$ cat config.mk
export PLATFORM = sky130hd
export DESIGN_NAME = regfile_scoreboard
export DESIGN_NICKNAME = d
export VERILOG_FILES = /design/src/rtl/rv32i_pkg.sv /design/src/rtl/regfile_read_port.sv /design/src/rtl/regfile_scoreboard.sv
export SDC_FILE = /design/constraint.sdc
export NUM_CORES = 2
export LEC_CHECK = 0
export ABC_AREA = 0
export CAP_MARGIN = 20
export CORE_MARGIN = 5
export CORE_UTILIZATION = 40
export DETAILED_ROUTE_END_ITERATION = 16
export GPL_TIMING_DRIVEN = 1
export PLACE_DENSITY = 0.67
export SYNTH_ARGS = -nofsm -noshare
export SYNTH_HDL_FRONTEND = slang
export SYNTH_HIERARCHICAL = 1
export SYNTH_SLANG_ARGS = --single-unit
$ cat constraint.sdc
create_clock -name Clk -period 3.45 [get_ports Clk]
set_input_delay 0.69 -clock Clk [delete_from_list [all_inputs] [get_ports Clk]]
set_output_delay 0.69 -clock Clk [all_outputs]
set_load 0.1 [all_outputs]
$ cat src/rtl/rv32i_pkg.sv
// Shared RV32I register-file constants.
package rv32i_pkg;

  // Default register width and register count.
  localparam int unsigned XLEN_DEF  = 32;
  localparam int unsigned NREGS_DEF = 32;

  // Index of the hardwired-zero register.
  localparam int unsigned REG_ZERO = 0;

endpackage

$ cat src/rtl/regfile_read_port.sv
// One register-file read port: zero-force, write bypass and scoreboard hit.
module regfile_read_port
  import rv32i_pkg::*;
#(
  parameter int unsigned XLEN   = XLEN_DEF,
  parameter int unsigned NREGS  = NREGS_DEF,
  parameter int unsigned AW     = $clog2(NREGS),
  parameter int unsigned BYPASS = 1
) (
  input  logic [AW-1:0]   raddr,
  input  logic            rs_used,
  input  logic            we,
  input  logic [AW-1:0]   waddr,
  input  logic [XLEN-1:0] wdata,
  input  logic [XLEN-1:0] regs [NREGS],
  input  logic [NREGS-1:0] busy,
  output logic [XLEN-1:0] rdata,
  output logic            hit
);

  logic addr_nz;
  logic fwd;

  assign addr_nz = (raddr != AW'(REG_ZERO));
  // Since raddr is nonzero whenever fwd matters, waddr==raddr implies waddr!=0.
  assign fwd     = (BYPASS != 0) && we && (waddr == raddr) && addr_nz;

  // Read mux: x0 reads zero, same-cycle writeback wins over the stored value.
  always_comb begin
    rdata = '0;
    if (addr_nz) begin
      rdata = fwd ? wdata : regs[raddr];
    end
  end

  assign hit = rs_used & busy[raddr] & addr_nz & ~fwd;

endmodule

$ cat src/rtl/regfile_scoreboard.sv
// Register file with per-register pending-write scoreboard and issue stall.
module regfile_scoreboard
  import rv32i_pkg::*;
#(
  parameter int unsigned XLEN   = XLEN_DEF,
  parameter int unsigned NREGS  = NREGS_DEF,
  parameter int unsigned NRD    = 2,
  parameter int unsigned BYPASS = 1,
  localparam int unsigned AW    = $clog2(NREGS)
) (
  input  logic                Clk,
  input  logic                Clear,
  input  logic                we,
  input  logic [AW-1:0]       waddr,
  input  logic [XLEN-1:0]     wdata,
  input  logic [NRD*AW-1:0]   raddr,
  input  logic [NRD-1:0]      rs_used,
  output logic [NRD*XLEN-1:0] rdata,
  input  logic                issue_valid,
  input  logic [AW-1:0]       issue_rd,
  output logic                stall,
  output logic [NREGS-1:0]    busy_vec
);

  logic [XLEN-1:0]  regs [NREGS];
  logic [NREGS-1:0] busy;
  logic [NRD-1:0]   hit;
  logic             accept;
  logic             wr_en;

  for (genvar i = 0; i < NRD; i++) begin : g_rd
    regfile_read_port #(
      .XLEN  (XLEN),
      .NREGS (NREGS),
      .AW    (AW),
      .BYPASS(BYPASS)
    ) u_read_port (
      .raddr  (raddr[i*AW +: AW]),
      .rs_used(rs_used[i]),
      .we     (we),
      .waddr  (waddr),
      .wdata  (wdata),
      .regs   (regs),
      .busy   (busy),
      .rdata  (rdata[i*XLEN +: XLEN]),
      .hit    (hit[i])
    );
  end

  assign stall    = issue_valid & (|hit);
  assign accept   = issue_valid & ~stall;
  assign wr_en    = we & (waddr != AW'(REG_ZERO));
  assign busy_vec = busy;

  // Storage and scoreboard; an issue-set is applied after the writeback-clear so set wins.
  always_ff @(posedge Clk or negedge Clear) begin
    if (!Clear) begin
      for (int r = 0; r < int'(NREGS); r++) begin
        regs[r] <= '0;
      end
      busy <= '0;
    end else begin
      if (wr_en) begin
        regs[waddr] <= wdata;
        busy[waddr] <= 1'b0;
      end
      if (accept && (issue_rd != AW'(REG_ZERO))) begin
        busy[issue_rd] <= 1'b1;
      end
    end
  end

endmodule

==> summary.txt <==
Setup path
  – WP data arrival: 2750 ps
  – CP required: 2760 ps
  – CP most frequent cell: buf_12
  – Crit-path max cell delay: a little over 500 ps
  – Top cell family by delay on the critical path: multiplexers
  – Buf+Inv Stages, Crit Path: 4
  – Crit-path slowest cell: mux4_2
  – Critical path class: in2out
  – Critical Path, Cell by Cell: buf_16 -> buf_12 -> mux4_2 -> mux2_2 -> o221ai_1 -> buf_4 -> a21oi_4 -> buf_12
  – CP max FO: 18
  – Worst setup SP type: primary input
  – Endpoint class of the critical path: output port

Place
  – Post-DP HPWL: 125,000 µm
  – PortBufs: 154
  – GPL Wtd Cong: 0.879
  – Placement Cell Area: 66,200 µm²

Drt
  – Antenna viol nets, final: 0
  – Drt first pass iters: 6
  – Final wirelength: 194,000 µm
  – Initial drt markers: around 3.7k
  – Total number of vias: 40.6k
  – Via density: 6.25
  – Per-cell routed wire length: about 30 µm
  – # DRC: 0

Yosys
  – #FFs+latches synth: ~1.1k
  – Post-synth top area share: 45.6%
  – Post-synth top flop: dfrtp_1
  – Post-Syn Instances: 4,185
  – Simple-Gate Fraction of Synth Area: 1.09%
  – Biggest area consumer among synthesized cells: dfrtp_1
  – Multiplexer share of the synthesized area: 39.9%
  – Number of synthesized flops with an enable pin: 0
  – Netlist cell types: 52
  – Compound-Gate Fraction of Synth Area: under 10%
  – Syn Nets: 4,243
  – Area contributors post-synth: dfrtp_1 (46%), mux2_2 (20%), mux4_2 (11%), mux2i_1 (8.7%), a22oi_1 (2.4%)
  – Syn Area/Cell: 13.8 µm²
  – YS warnings: 6
  – Netlist Area Pre-Place: roughly 58,000 µm²
  – Xor and xnor area share after synthesis: 0.151%
  – Largest family of logic cells by synthesized area: multiplexers
  – Adder-cell share of the synthesized area: 0%
  – Asr flop ratio synth: 100%
  – Register area share after synthesis: between 40 and 50%

Global route
  – First-pass GRT wire length: 288,000 µm
  – Initial antenna violation count: 1
  – Vias in the first global route: 42.1k
  – GR Util met3: under 10%
  – Grt total ovfl: 0
  – Met1 usage: about a third
  – GR Util met2: 39.3%
  – Largest net degree at the start of global routing: 121
  – Busiest grt layer: met2
  – Total GRT Usage: 25.1%

Clocking
  – CTS root buf: clkbuf_16
  – Worst-Skew Late Latency: roughly 730 ps
  – H-tree depth: 3
  – Clk pin slew, worst setup/hold paths: 60 ps
  – CTS Buf Count: 114
  – CTS Buffer Depth: 3
  – CTS tree: built
  – Clock sinks: around 1.1k

Timing
  – Crit path time final: 3440 ps
  – # setup viols final: 0
  – Worst hold margin: 393 ps
  – Worst-margin pin slew: ~700 ps
  – Final hold violation count: 0
  – Layout Skew: roughly 6.3 ps
  – RSZ-0062 raised after global routing: yes
  – Slew Limit Fails: 0
  – Worst rel slew slack: 53.0%
  – Post-route clock period utilization: 99.6%
  – FMAX: 291 MHz

Floorplanning
  – Top-Level Pins: 155
  – Num rows: 139
  – Core area: between 100,000 and 150,000 µm²
  – Die height: 390 µm
  – Initial Utilization: 40.3%
  – Die width: a little under 400 µm
  – Full die area: ~150,000 µm²

Outcome
  – Status: completed

Pwr
  – Pwr Density: 560 nW/µm²
  – Leakage: 30.9 nW
  – Pwr Total: 39.4 mW
  – Max VDD drop: 458 µV

Worst hold path
  – Hold Crit Class: reg2reg

Finish
  – Share of cells above drive strength 1: 50.7%
  – Fill cells: 12.3k
  – Fin nets: roughly 4.6k
  – Design area: 70,300 µm²
  – Commonest non-fill, non-tap cell in the layout: dfrtp_1
  – Layout area overhead: 21.4%
  – Most frequent cells in the layout: dfrtp_1 (1,056), mux2_2 (1,054), mux2i_1 (504), buf_4 (446), mux4_2 (276)
  – Ant diodes: 0

Run
  – MaxCap Viol Count: 0
## power breakdown
part           total (mW)  internal [mW]  switching, mW
Clock                12.5           7.27           5.28
Sequential           16.6           14.8           1.83
Combinational        10.2           5.12           5.11
Total                39.4           27.2           12.2
## metrics by stage
step / setup TNS [ps] / cells / setup slack, ps / utilization (%)
after global routing: -4.64 / 6502 / -4.64 / 48.9
after detailed placement: -2120 / 6271 / -104 / 46.0
after floorplan: 0 / 4185 / 56.2 / -
after global placement: -5550 / 6271 / -149 / 46.0
final: 0 / 6502 / 14.3 / 48.9
after CTS: 0 / 6489 / 4.55 / 48.8
## what timing repair did
action / 4_1_cts / 5_1_grt
buffers inserted: 6 / 13
resized for setup: 17 / 21
endpoints found under the setup margin: 55 / 34
pin swaps: 7 / 5
gates cloned: 2 / 0
hold endpoints to repair: 26 / 0
hold buffers: 1 / 0
## metal layers
metal	wire (µm)	up-vias	share of wire, %
met4	9500	2	4.9
met2	89000	1768	46
met1	80800	21646	42
li1	-	16733	-
met5	13	-	0.0067
met3	14800	462	7.6
## final timing paths
check / from / endpoint / slack [ps] / depth (start not counted)
setup / recovery: raddr[5] / rdata[36] / 10 / 8
hold / removal: regs[1009]$_DFFE_PN0P_ / regs[1009]$_DFFE_PN0P_ / 390 / 0
setup reg to reg: busy_vec[7]$_DFF_PN0_ / busy_vec[23]$_DFF_PN0_ / 850 / 9
hold reg to reg: regs[1009]$_DFFE_PN0P_ / regs[1009]$_DFFE_PN0P_ / 390 / 0
max in group asynchronous: Clear / regs[735]$_DFFE_PN0P_ / 1880 / 3
min in group asynchronous: Clear / busy_vec[6]$_DFF_PN0_ / 480 / 2
## kinds of logic after synthesis
kind of cell | count (synthesis)
compound gates | 683
xor+xnor | 10
buf+inv | 493
flops | 1056
mux | 1834
simple gates | 109
## area by class of cell
| type | count | area, µm² | share of cell area [%] |
|---|---|---|---|
| timing repair buffer | 689 | 7740 | 11.0 |
| clock buffer | 165 | 3290 | 4.67 |
| sequential | 1056 | 26400 | 37.6 |
| tap | 1903 | 2380 | 3.39 |
| clock inverter | 45 | 507 | 0.721 |
| inverter | 8 | 30.0 | 0.0427 |
| multi-input combinational | 2636 | 30000 | 42.6 |
## flip-flops by register name, summed over array words and instances (netlist names)
register  cells
busy_vec     32
regs       1024
## cells in the mapped netlist (22+ instances only)
| library cell | number |
|---|---|
| dfrtp_1 | 1056 |
| mux2_2 | 1054 |
| mux2i_1 | 504 |
| mux4_2 | 276 |
| clkbuf_1 | 229 |
| buf_2 | 188 |
| a22oi_1 | 186 |
| a21oi_1 | 124 |
| o21ai_0 | 84 |
| o21a_1 | 63 |
| o211ai_1 | 62 |
| o221ai_1 | 62 |
| a221oi_2 | 56 |
| buf_1 | 22 |
| nand2_1 | 22 |
## worst register-to-register path: cells and delay by family, from the launching register on
family,cells,cell delay [ps]
AO/OA/AOI/OAI,4,840
multiplexers,1,490
flip-flops,1,430
AND/OR/NAND/NOR,2,420
buffers and inverters,2,320
(Power assumes the default switching activity.)
